`config.mk`:
```
export PLATFORM = sky130hd
export DESIGN_NAME = axi_burst_manager
export DESIGN_NICKNAME = d
export VERILOG_FILES = /design/src/rtl/axi_helper.sv /design/src/rtl/beat_counter.sv /design/src/rtl/axi_burst_manager.sv
export SDC_FILE = /design/constraint.sdc
export NUM_CORES = 1
export LEC_CHECK = 0
export CORE_AREA = 5 5 125 127
export CTS_CLUSTER_SIZE = 8
export DETAILED_ROUTE_END_ITERATION = 12
export DIE_AREA = 0 0 130 132
export DONT_BUFFER_PORTS = 1
export MAX_ROUTING_LAYER = met4
export PLACE_DENSITY = 0.67
export SETUP_SLACK_MARGIN = 0.02
export SLEW_MARGIN = 15
export SYNTH_ARGS = -nofsm -noshare
export SYNTH_HDL_FRONTEND = slang
export SYNTH_SLANG_ARGS = --single-unit
```
`constraint.sdc`:
```
create_clock -name ACLK -period 5.9 [get_ports ACLK]
set_input_delay 0.59 -clock ACLK [delete_from_list [all_inputs] [get_ports ACLK]]
set_output_delay 0.59 -clock ACLK [all_outputs]
set_load 0.01 [all_outputs]
```
`src/rtl/axi_helper.sv`:
```
// axi_helper: shared AXI4 types and helpers for the burst manager slice.
//   resp_t      - AXI xRESP encodings
//   burst_t     - AxBURST encodings (FIXED/INCR/WRAP)
//   wr_state_t  - write engine states
//   rd_state_t  - read engine states
//   axsize()    - AxSIZE for a given data width
//   cmd_illegal - length / 4 KB page-crossing legality check for a burst
package axi_helper;

    typedef enum logic [1:0] {
        RESP_OKAY   = 2'b00,
        RESP_EXOKAY = 2'b01,
        RESP_SLVERR = 2'b10,
        RESP_DECERR = 2'b11
    } resp_t;

    localparam logic [1:0] DECERR = 2'b11;

    typedef enum logic [1:0] {
        BURST_FIXED = 2'b00,
        BURST_INCR  = 2'b01,
        BURST_WRAP  = 2'b10
    } burst_t;

    typedef enum logic [1:0] {
        W_IDLE,
        W_ADDR,
        W_DATA,
        W_RESP
    } wr_state_t;

    // R_ERR emits the single DECERR beat for a rejected read command.
    typedef enum logic [1:0] {
        R_IDLE,
        R_ADDR,
        R_DATA,
        R_ERR
    } rd_state_t;

    function automatic logic [2:0] axsize(input int unsigned data_w);
        return 3'($clog2(data_w / 8));
    endfunction

    // page_off is the aligned start address within its 4 KB page. The burst
    // is legal when its last byte still lies inside the same page, so the
    // end offset may equal 4096 exactly.
    function automatic logic cmd_illegal(input logic [11:0]   page_off,
                                         input logic [7:0]    len,
                                         input logic [2:0]    size,
                                         input int unsigned   max_beats);
        logic [16:0] beats;
        logic [16:0] span_end;
        beats    = {9'd0, len} + 17'd1;
        span_end = {5'd0, page_off} + (beats << size);
        return (32'(beats) > max_beats) || (span_end > 17'h1000);
    endfunction

endpackage

```
`src/rtl/beat_counter.sv`:
```
// beat_counter: per-burst beat counter.
//   clk, rst_n - clock, asynchronous active-low reset
//   clear      - restart counting at zero (command accept)
//   incr       - one beat transferred
//   len        - burst length minus one
//   last       - current beat is the final beat of the burst
module beat_counter (
    input  logic       clk,
    input  logic       rst_n,
    input  logic       clear,
    input  logic       incr,
    input  logic [7:0] len,
    output logic       last
);

    logic [7:0] count;

    always_ff @(posedge clk or negedge rst_n) begin
        if (!rst_n) begin
            count <= '0;
        end else if (clear) begin
            count <= '0;
        end else if (incr) begin
            count <= count + 8'd1;
        end
    end

    assign last = (count == len);

endmodule

```
`src/rtl/axi_burst_manager.sv`:
```
// axi_burst_manager: AXI4 INCR burst manager with independent write and read
// engines driven by a simple local command/data interface.
//   ACLK, ARESETn                      - clock, asynchronous active-low reset
//   wr_req_*, wr_addr, wr_len          - write burst command (len = beats-1)
//   wr_data_*, wr_data                 - write beat stream (passes to W)
//   wr_done, wr_resp                   - one-cycle completion pulse + BRESP
//   rd_req_*, rd_addr, rd_len          - read burst command
//   rd_valid/ready, rd_data/resp/last  - read beat stream (passes from R)
//   AW*/W*/B*/AR*/R*                   - AXI4 manager interface
// Commands that exceed MAX_BEATS or cross a 4 KB page are accepted but
// answered locally with DECERR and never reach the bus.
module axi_burst_manager
    import axi_helper::*;
#(
    parameter int unsigned DATA_W    = 32,
    parameter int unsigned ADDR_W    = 32,
    parameter int unsigned MAX_BEATS = 16
) (
    input  logic                ACLK,
    input  logic                ARESETn,

    input  logic                wr_req_valid,
    output logic                wr_req_ready,
    input  logic [ADDR_W-1:0]   wr_addr,
    input  logic [7:0]          wr_len,
    input  logic                wr_data_valid,
    output logic                wr_data_ready,
    input  logic [DATA_W-1:0]   wr_data,
    output logic                wr_done,
    output logic [1:0]          wr_resp,

    input  logic                rd_req_valid,
    output logic                rd_req_ready,
    input  logic [ADDR_W-1:0]   rd_addr,
    input  logic [7:0]          rd_len,
    output logic                rd_valid,
    input  logic                rd_ready,
    output logic [DATA_W-1:0]   rd_data,
    output logic [1:0]          rd_resp,
    output logic                rd_last,

    output logic [ADDR_W-1:0]   AWADDR,
    output logic [7:0]          AWLEN,
    output logic [2:0]          AWSIZE,
    output logic [1:0]          AWBURST,
    output logic                AWVALID,
    input  logic                AWREADY,

    output logic [DATA_W-1:0]   WDATA,
    output logic [DATA_W/8-1:0] WSTRB,
    output logic                WLAST,
    output logic                WVALID,
    input  logic                WREADY,

    input  logic [1:0]          BRESP,
    input  logic                BVALID,
    output logic                BREADY,

    output logic [ADDR_W-1:0]   ARADDR,
    output logic [7:0]          ARLEN,
    output logic [2:0]          ARSIZE,
    output logic [1:0]          ARBURST,
    output logic                ARVALID,
    input  logic                ARREADY,

    input  logic [DATA_W-1:0]   RDATA,
    input  logic [1:0]          RRESP,
    input  logic                RLAST,
    input  logic                RVALID,
    output logic                RREADY
);

    localparam int unsigned        STRB_W     = DATA_W / 8;
    localparam logic [2:0]         AXSIZE     = axsize(DATA_W);
    localparam logic [ADDR_W-1:0]  ALIGN_MASK = ~ADDR_W'(STRB_W - 1);

    // ------------------------------------------------------------------
    // Write engine
    // ------------------------------------------------------------------
    wr_state_t          wr_state, wr_next;
    logic [ADDR_W-1:0]  wr_addr_q;
    logic [7:0]         wr_len_q;
    logic [ADDR_W-1:0]  wr_addr_al;
    logic               wr_illegal;
    logic               wr_accept;
    logic               w_hs;
    logic               wr_last_beat;

    assign wr_addr_al = wr_addr & ALIGN_MASK;
    assign wr_illegal = cmd_illegal(wr_addr_al[11:0], wr_len, AXSIZE, MAX_BEATS);
    assign wr_accept  = (wr_state == W_IDLE) && wr_req_valid;
    assign w_hs       = (wr_state == W_DATA) && wr_data_valid && WREADY;

    beat_counter u_wr_cnt (
        .clk   (ACLK),
        .rst_n (ARESETn),
        .clear (wr_accept),
        .incr  (w_hs),
        .len   (wr_len_q),
        .last  (wr_last_beat)
    );

    always_ff @(posedge ACLK or negedge ARESETn) begin
        if (!ARESETn) begin
            wr_state  <= W_IDLE;
            wr_addr_q <= '0;
            wr_len_q  <= '0;
            wr_done   <= 1'b0;
            wr_resp   <= '0;
        end else begin
            wr_state <= wr_next;
            wr_done  <= 1'b0;
            if (wr_accept) begin
                wr_addr_q <= wr_addr_al;
                wr_len_q  <= wr_len;
                // Rejected commands complete locally; the engine stays idle.
                if (wr_illegal) begin
                    wr_done <= 1'b1;
                    wr_resp <= DECERR;
                end
            end
            if ((wr_state == W_RESP) && BVALID) begin
                wr_done <= 1'b1;
                wr_resp <= BRESP;
            end
        end
    end

    always_comb begin
        wr_next       = wr_state;
        wr_req_ready  = 1'b0;
        AWVALID       = 1'b0;
        WVALID        = 1'b0;
        WLAST         = 1'b0;
        wr_data_ready = 1'b0;
        BREADY        = 1'b0;
        case (wr_state)
            W_IDLE: begin
                wr_req_ready = 1'b1;
                if (wr_req_valid && !wr_illegal) begin
                    wr_next = W_ADDR;
                end
            end
            W_ADDR: begin
                AWVALID = 1'b1;
                if (AWREADY) begin
                    wr_next = W_DATA;
                end
            end
            W_DATA: begin
                WVALID        = wr_data_valid;
                wr_data_ready = WREADY;
                WLAST         = wr_last_beat;
                if (w_hs && wr_last_beat) begin
                    wr_next = W_RESP;
                end
            end
            W_RESP: begin
                BREADY = 1'b1;
                if (BVALID) begin
                    wr_next = W_IDLE;
                end
            end
            default: wr_next = W_IDLE;
        endcase
    end

    assign AWADDR  = wr_addr_q;
    assign AWLEN   = wr_len_q;
    assign AWSIZE  = AXSIZE;
    assign AWBURST = BURST_INCR;
    assign WDATA   = wr_data;
    assign WSTRB   = '1;

    // ------------------------------------------------------------------
    // Read engine
    // ------------------------------------------------------------------
    rd_state_t          rd_state, rd_next;
    logic [ADDR_W-1:0]  rd_addr_q;
    logic [7:0]         rd_len_q;
    logic [ADDR_W-1:0]  rd_addr_al;
    logic               rd_illegal;
    logic               rd_accept;
    logic               r_hs;
    logic               rd_last_beat;
    logic               rd_err_q;
    logic               r_mismatch;

    assign rd_addr_al = rd_addr & ALIGN_MASK;
    assign rd_illegal = cmd_illegal(rd_addr_al[11:0], rd_len, AXSIZE, MAX_BEATS);
    assign rd_accept  = (rd_state == R_IDLE) && rd_req_valid;
    assign r_hs       = (rd_state == R_DATA) && RVALID && rd_ready;
    // Subordinate's RLAST disagrees with our own beat count.
    assign r_mismatch = (RLAST != rd_last_beat);

    beat_counter u_rd_cnt (
        .clk   (ACLK),
        .rst_n (ARESETn),
        .clear (rd_accept),
        .incr  (r_hs),
        .len   (rd_len_q),
        .last  (rd_last_beat)
    );

    always_ff @(posedge ACLK or negedge ARESETn) begin
        if (!ARESETn) begin
            rd_state  <= R_IDLE;
            rd_addr_q <= '0;
            rd_len_q  <= '0;
            rd_err_q  <= 1'b0;
        end else begin
            rd_state <= rd_next;
            if (rd_accept) begin
                rd_addr_q <= rd_addr_al;
                rd_len_q  <= rd_len;
                rd_err_q  <= 1'b0;
            end else if (r_hs && r_mismatch) begin
                rd_err_q <= 1'b1;
            end
        end
    end

    always_comb begin
        rd_next      = rd_state;
        rd_req_ready = 1'b0;
        ARVALID      = 1'b0;
        RREADY       = 1'b0;
        rd_valid     = 1'b0;
        rd_data      = '0;
        rd_resp      = RESP_OKAY;
        rd_last      = 1'b0;
        case (rd_state)
            R_IDLE: begin
                rd_req_ready = 1'b1;
                if (rd_req_valid) begin
                    rd_next = rd_illegal ? R_ERR : R_ADDR;
                end
            end
            R_ADDR: begin
                ARVALID = 1'b1;
                if (ARREADY) begin
                    rd_next = R_DATA;
                end
            end
            R_DATA: begin
                rd_valid = RVALID;
                RREADY   = rd_ready;
                rd_data  = RDATA;
                rd_last  = RLAST;
                // Error flag covers the offending beat itself and any after it.
                rd_resp  = (rd_err_q || r_mismatch) ? RESP_SLVERR : RRESP;
                if (r_hs && RLAST) begin
                    rd_next = R_IDLE;
                end
            end
            R_ERR: begin
                rd_valid = 1'b1;
                rd_last  = 1'b1;
                rd_resp  = DECERR;
                if (rd_ready) begin
                    rd_next = R_IDLE;
                end
            end
            default: rd_next = R_IDLE;
        endcase
    end

    assign ARADDR  = rd_addr_q;
    assign ARLEN   = rd_len_q;
    assign ARSIZE  = AXSIZE;
    assign ARBURST = BURST_INCR;

endmodule

```
# Word-level counts from Yosys, hierarchy flattened
# Cells that the tools add are included.
# Widths: inputs -> output; s select.
dict set report op_classes {
  add_sub_neg 6
  multipliers 0
  div 0
  order_cmp 4
  eq_ne 17
  n_shift 0
  mux 37
  bitwise 0
  reduce_logical 25
}
# op count
set op_table {}
lappend op_table {{$mux 32} 1}
lappend op_table {{$mux 8} 4}
lappend op_table {{$add 12x11->13} 2}
lappend op_table {{$gt 13x13->1 const B} 2}
lappend op_table {{$mux 2} 13}
lappend op_table {{$add 8x1->9 const B} 2}
lappend op_table {{$gt 9x5->1 const B} 2}
lappend op_table {{$add 8x1->8 const B} 2}
lappend op_table {{$eq 8x8->1} 2}
lappend op_table {{$pmux 2 s4} 2}
lappend op_table {{$mux 1} 14}
lappend op_table {{$logic_and 1x1->1} 11}
lappend op_table {{$ne 2x2->1 const B} 5}
lappend op_table {{$reduce_bool 2->1} 5}
lappend op_table {{$eq 2x2->1 const B} 4}
lappend op_table {{$reduce_and 4->1} 2}
lappend op_table {{$ne 2x1->1 const B} 3}
lappend op_table {{$eq 2x1->1 const B} 2}
lappend op_table {{$logic_not 2->1} 2}
lappend op_table {{$pmux 1 s2} 2}
lappend op_table {{$pmux 2 s2} 1}
lappend op_table {{$logic_or 1x1->1} 3}
lappend op_table {{$reduce_and 2->1} 1}
lappend op_table {{$logic_not 1->1} 1}
lappend op_table {{$ne 1x1->1} 1}
dict set report totals {
  reg_bits 100
  latchBits 0
  ram_bits 0
  rom_bits 0
  in_bits 160
  output_inout_bits 174
  word_cells 100
  memories 0
}

# Longest topological paths before layout
dict set report logic_depth {
  depth_word 8
  mapped_depth 12
  mapped_depth_nobuf 12
}

# Hierarchy
# Synthesis repeated with hierarchy kept, for this count alone.
dict set report hier_totals {
  hier_cells 584
  hier_area_um2 6228.5
}
# module instances cells_per_inst area_per_inst_um2
set modules_own_cells {}
lappend modules_own_cells {axi_burst_manager 1 486 5275.1}
lappend modules_own_cells {beat_counter 2 49 476.7}

# Worst setup path after synthesis
# No wires, ideal clock.
dict set report synth_path {
  path_kind {input to register}
  startpoint {input port wr_len[0]}
  endpoint {register wr_state[1]}
  arrival_time_ns 3.166
  setup_slack_ns 2.607
  stages 12
  path_cell_list {ha_1 and3_1 nand3_1 xnor2_1 ha_1 or4_1 nor3_2 or3_1 o2111a_1 o211ai_2 a221oi_2 mux2_1}
}
dict set report synth_between {
  elab_chain_len 8
  elab_cells_between_ends 9
  classes_between {add/sub: 2; order compare: 2; eq/ne: 1; reduce/logical: 4}
}
# item line
set synth_rtl {}
lappend synth_rtl {{from (decl)} axi_burst_manager.sv:25} ;# input logic [7:0] wr_len,
lappend synth_rtl {{$add 8x1->9 *} axi_helper.sv:53} ;# beats = {9'd0, len} + 17'd1;
lappend synth_rtl {{$add 12x11->13} axi_helper.sv:54} ;# span_end = {5'd0, page_off} + (beats << size);
lappend synth_rtl {{$gt 13x13->1} axi_helper.sv:55} ;# return (32'(beats) > max_beats) || (span_end > 17'h1000);
lappend synth_rtl {{$logic_or 1x1->1 *} axi_helper.sv:55}
lappend synth_rtl {{$logic_not 1->1 *} axi_burst_manager.sv:140} ;# if (wr_req_valid && !wr_illegal) begin
lappend synth_rtl {{$logic_and 1x1->1 *} axi_burst_manager.sv:140}
lappend synth_rtl {{$ne 2x1->1 (no source line) *} -}
lappend synth_rtl {{$reduce_and 4->1 (no source line) *} -}
lappend synth_rtl {{to (signal assigned)} axi_burst_manager.sv:111} ;# wr_state <= wr_next;
lappend synth_rtl {{to (decl)} axi_burst_manager.sv:80} ;# wr_state_t wr_state, wr_next;
# Mark *: on every way between the ends. The rest lies on a longest branch, timed or not.
# A chain may end at the register's enable or synchronous reset.

# Worst setup path after layout
# Same ends and word-level chain as after synthesis.

==> impl_metrics.env <==
export IMPL_wl_met1_um=5390
export IMPL_ys_seq_area_frac=0.409
export IMPL_clk_pin_slew_ps=70
export IMPL_reg2reg_depth=3
export IMPL_drc_errors=0
export IMPL_ys_ff_latch=100
export IMPL_dp_cells=771
export IMPL_drive_gt1_frac=0.114
export IMPL_finalClockSkew_ps=5.04
export IMPL_fin_cells=788
export IMPL_io_buffer_count=0
export IMPL_grt_remaining_overflow=0
export IMPL_p_sw_uw=1200
export IMPL_initial_core_util=0.427
export IMPL_first_pass_iters=4
export IMPL_die_y_um=132
export IMPL_die_w_um=130
export IMPL_cp_cell_sequence="ha_1, and3_1, nand3_1, xnor2_1, ha_1, or4_1, nor3_2, or3_1, o2111a_1, o211ai_2, a221oi_2, mux2_1"
export IMPL_area_growth_pct=3.78
export IMPL_grtUsageTotal=0.186
export IMPL_critPathBufInv=0
export IMPL_cts_resized_gates=0
export IMPL_netlist_area_leader_share=0.409
export IMPL_place_gp_congestion=0.869
export IMPL_pwr_density_cell_mw_per_mm2=474
export IMPL_fill_cells=1355
export IMPL_drv_cap=0
export IMPL_final_setup_worst_slack_ps=2660
export IMPL_crit_type="primary input to flip-flop"
export IMPL_num_rows=44
export IMPL_tritoncts="yes"
export IMPL_dr_total_vias=4303
export IMPL_max_stage_delay_ps=550
export IMPL_final_core_util=0.444
export IMPL_synth_largest_area_cell="dfrtp_1"
export IMPL_setup_viol_count_final=0
export IMPL_cp_slowest_cell="or4_1"
export IMPL_grt_antenna_before_repair=0
export IMPL_cp_required_ps=6130
export IMPL_async_flop_share=1.00
export IMPL_die_area_sq_mm=0.0172
export IMPL_ctsHoldBuffers=1
export IMPL_cpMostUsedCell="ha_1"
export IMPL_drv_slew=0
export IMPL_r2r_slack_ps=3570
export IMPL_pwr_share_clk=0.229
export IMPL_seqPwrFrac=0.460
export IMPL_drt_iter0_markers=181
export IMPL_antennaDiodeCount=0
export IMPL_crit_fanout=6
export IMPL_max_freq_ghz=0.308
export IMPL_avgSynthCellArea_sq_um=9.56
export IMPL_top_layer="met4"
export IMPL_synth_edff_count=0
export IMPL_rsz0062_at_grt="false"
export IMPL_routedWlPerCell_um=20.4
export IMPL_dpl_instance_area_sq_mm=0.00597
export IMPL_fin_crit_sh=0.550
export IMPL_design_area_sq_mm=0.00635
export IMPL_cts_buffer_depth=2
export IMPL_final_net_count=791
export IMPL_cts_max_level=3
export IMPL_grt_max_degree=101
export IMPL_yosys_warnings=0
export IMPL_root_buffer="clkbuf_16"
export IMPL_power_frac_comb=0.311
export IMPL_grt_first_pass_wirelength_um=24500
export IMPL_period_needed_ps=3240
export IMPL_wl_met3_um=1770
export IMPL_endpoint_kind="flip-flop"
export IMPL_synth_area_top_cells="dfrtp_1 41%, nand2_1 7.7%, mux2_2 7.0%, buf_4 6.1%, ha_1 6.1%"
export IMPL_crit_family="simple AND/OR/NAND/NOR gates"
export IMPL_critPathArrivalTime_ps=3470
export IMPL_hpwlAfterDp_um=12900
export IMPL_hold_viol_final=0
export IMPL_finalWirelength_um=16100
export IMPL_crit_path_start_kind="primary input"
export IMPL_grt_pass1_vias=4504
export IMPL_p_int_uw=1810
export IMPL_timing_rr_end="ARADDR[4]$_DFFE_PN0P_"
export IMPL_syn_inst=640
export IMPL_synth_flop_cell="dfrtp_1"
export IMPL_p_leak_uw=0.00297
export IMPL_core_area_sq_mm=0.0143
export IMPL_vdd_drop_max_uv=236
export IMPL_status="finished clean"
export IMPL_vias_per_cell=5.46
export IMPL_tightest_slew_ps=1050
export IMPL_io_pins=334
export IMPL_netlist_area_sq_mm=0.00612
export IMPL_wl_met2_um=8730
export IMPL_r2r_start="rd_state[0]$_DFFE_PN0P_"
export IMPL_power_share_switching=0.399
export IMPL_dpl_worst_slack_ps=2330
export IMPL_clkSinkCount=100
export IMPL_cts_buffers=9
export IMPL_maxSlewHeadroom=0.298
export IMPL_ant_nets=0
export IMPL_tns_ps=0
export IMPL_clock_latency_ps=340
export IMPL_yosysUniqueCellTypes=59
export IMPL_holdCritPathClass="primary input to async pin"
export IMPL_cts_setup_buffers=0
Yosys cell counts (4+ instances only):
master and count:
xor2_1 30, nor3_1 6, a211oi_1 4, o21ai_1 4, ha_1 30, buf_4 50
and2_1 40, clkbuf_1 20, o21a_1 4, o21ai_0 4, a21oi_1 15, and3_1 11
xnor2_1 20, mux2i_1 5, nor2_1 32, a21o_1 7, nand4_1 7, inv_1 10
dfrtp_1 100, nor2b_1 4, nand3_1 12, nand2_1 126, mux2_2 38
how the worst max path moves through the flow:
stage                    from                       to  slack [ps]  cells past startpoint
finish              wr_len[0]  wr_state[1]$_DFFE_PN0P_        2660                     12
global route        wr_len[0]  wr_state[1]$_DFFE_PN0P_        2490                     12
CTS                 wr_len[0]  wr_state[1]$_DFFE_PN0P_        2700                     12
detailed placement  wr_len[0]  wr_state[1]$_DFFE_PN0P_        2330                     12
global placement    wr_len[0]  wr_state[1]$_DFFE_PN0P_        2460                     11
floorplan           wr_len[0]  wr_state[1]$_DFFE_PN0P_        2610                     12
sequential cells by signal, indices dropped and copies added (netlist names):
name            cells
ARLEN               8
wr_done             1
u_rd_cnt.count      8
rd_state            2
u_wr_cnt.count      8
AWLEN               8
ARADDR             30
AWADDR             30
rd_err_q            1
wr_resp             2
wr_state            2
per-layer routing:
metal  up-vias  track usage
met5         -            -
met4         0       0.0375
met3        13       0.0741
met2       214        0.338
met1      2053        0.186
li1       2023            -
cell type report:
type	instances	area, sq um	area share
inverter	10	37.5	0.00591
sequential	100	2500	0.394
clock inverter	7	123	0.0193
timing repair buffer	4	50.0	0.00788
tap	184	230	0.0363
multi-input combinational	474	3180	0.501
clock buffer	9	225	0.0355
worst register-to-register path, cell delays in order (launching register included):
cell     delay (ps)
dfrtp_1         500
nor2_1          340
and2_2          920
mux2_2          450
cell families after synthesis:
group / Yosys count / synth area share
AOI/OAI and AO/OA: 72 / 0.0886
xor gates and xnor gates: 50 / 0.0716
adders and majority gates: 32 / 0.0679
buffers and inverters: 82 / 0.0810
DFF: 100 / 0.409
muxes: 44 / 0.0800
other: 2 / 0.00123
and+or+nand+nor: 258 / 0.201
stage by stage:
stage | power (uW) | hold slack, ps
2_1_floorplan | 2100 | 294
3_3_place_gp | 2290 | 297
3_5_place_dp | 2350 | 297
4_1_cts | 3070 | 194
5_1_grt | 3230 | 211
6_report | 3010 | 158
power groups by stage:
| stage | combinational, uW | clock, uW | sequential [uW] |
|---|---|---|---|
| 6_report | 938 | 690 | 1380 |
| 5_1_grt | 1060 | 737 | 1430 |
| 4_1_cts | 960 | 711 | 1400 |
| 3_5_place_dp | 944 | 0 | 1410 |
| 3_3_place_gp | 899 | 0 | 1400 |
| 2_1_floorplan | 818 | 0 | 1280 |
cell usage in the layout, fill, tap and decap left out, types with 5 or more instances in the layout:
cell       count
clkbuf_16      9
nand4_1        7
mux2_2        38
a21oi_1       15
xnor2_1       20
xor2_1        30
inv_1         10
conb_1        18
nand3_1       12
and3_1        11
nor2_1        32
and2_1        39
mux2i_1        5
a21o_1         7
nand2_1      126
nor3_1         6
dfrtp_1      100
ha_1          30
(Power assumes the default switching activity.)
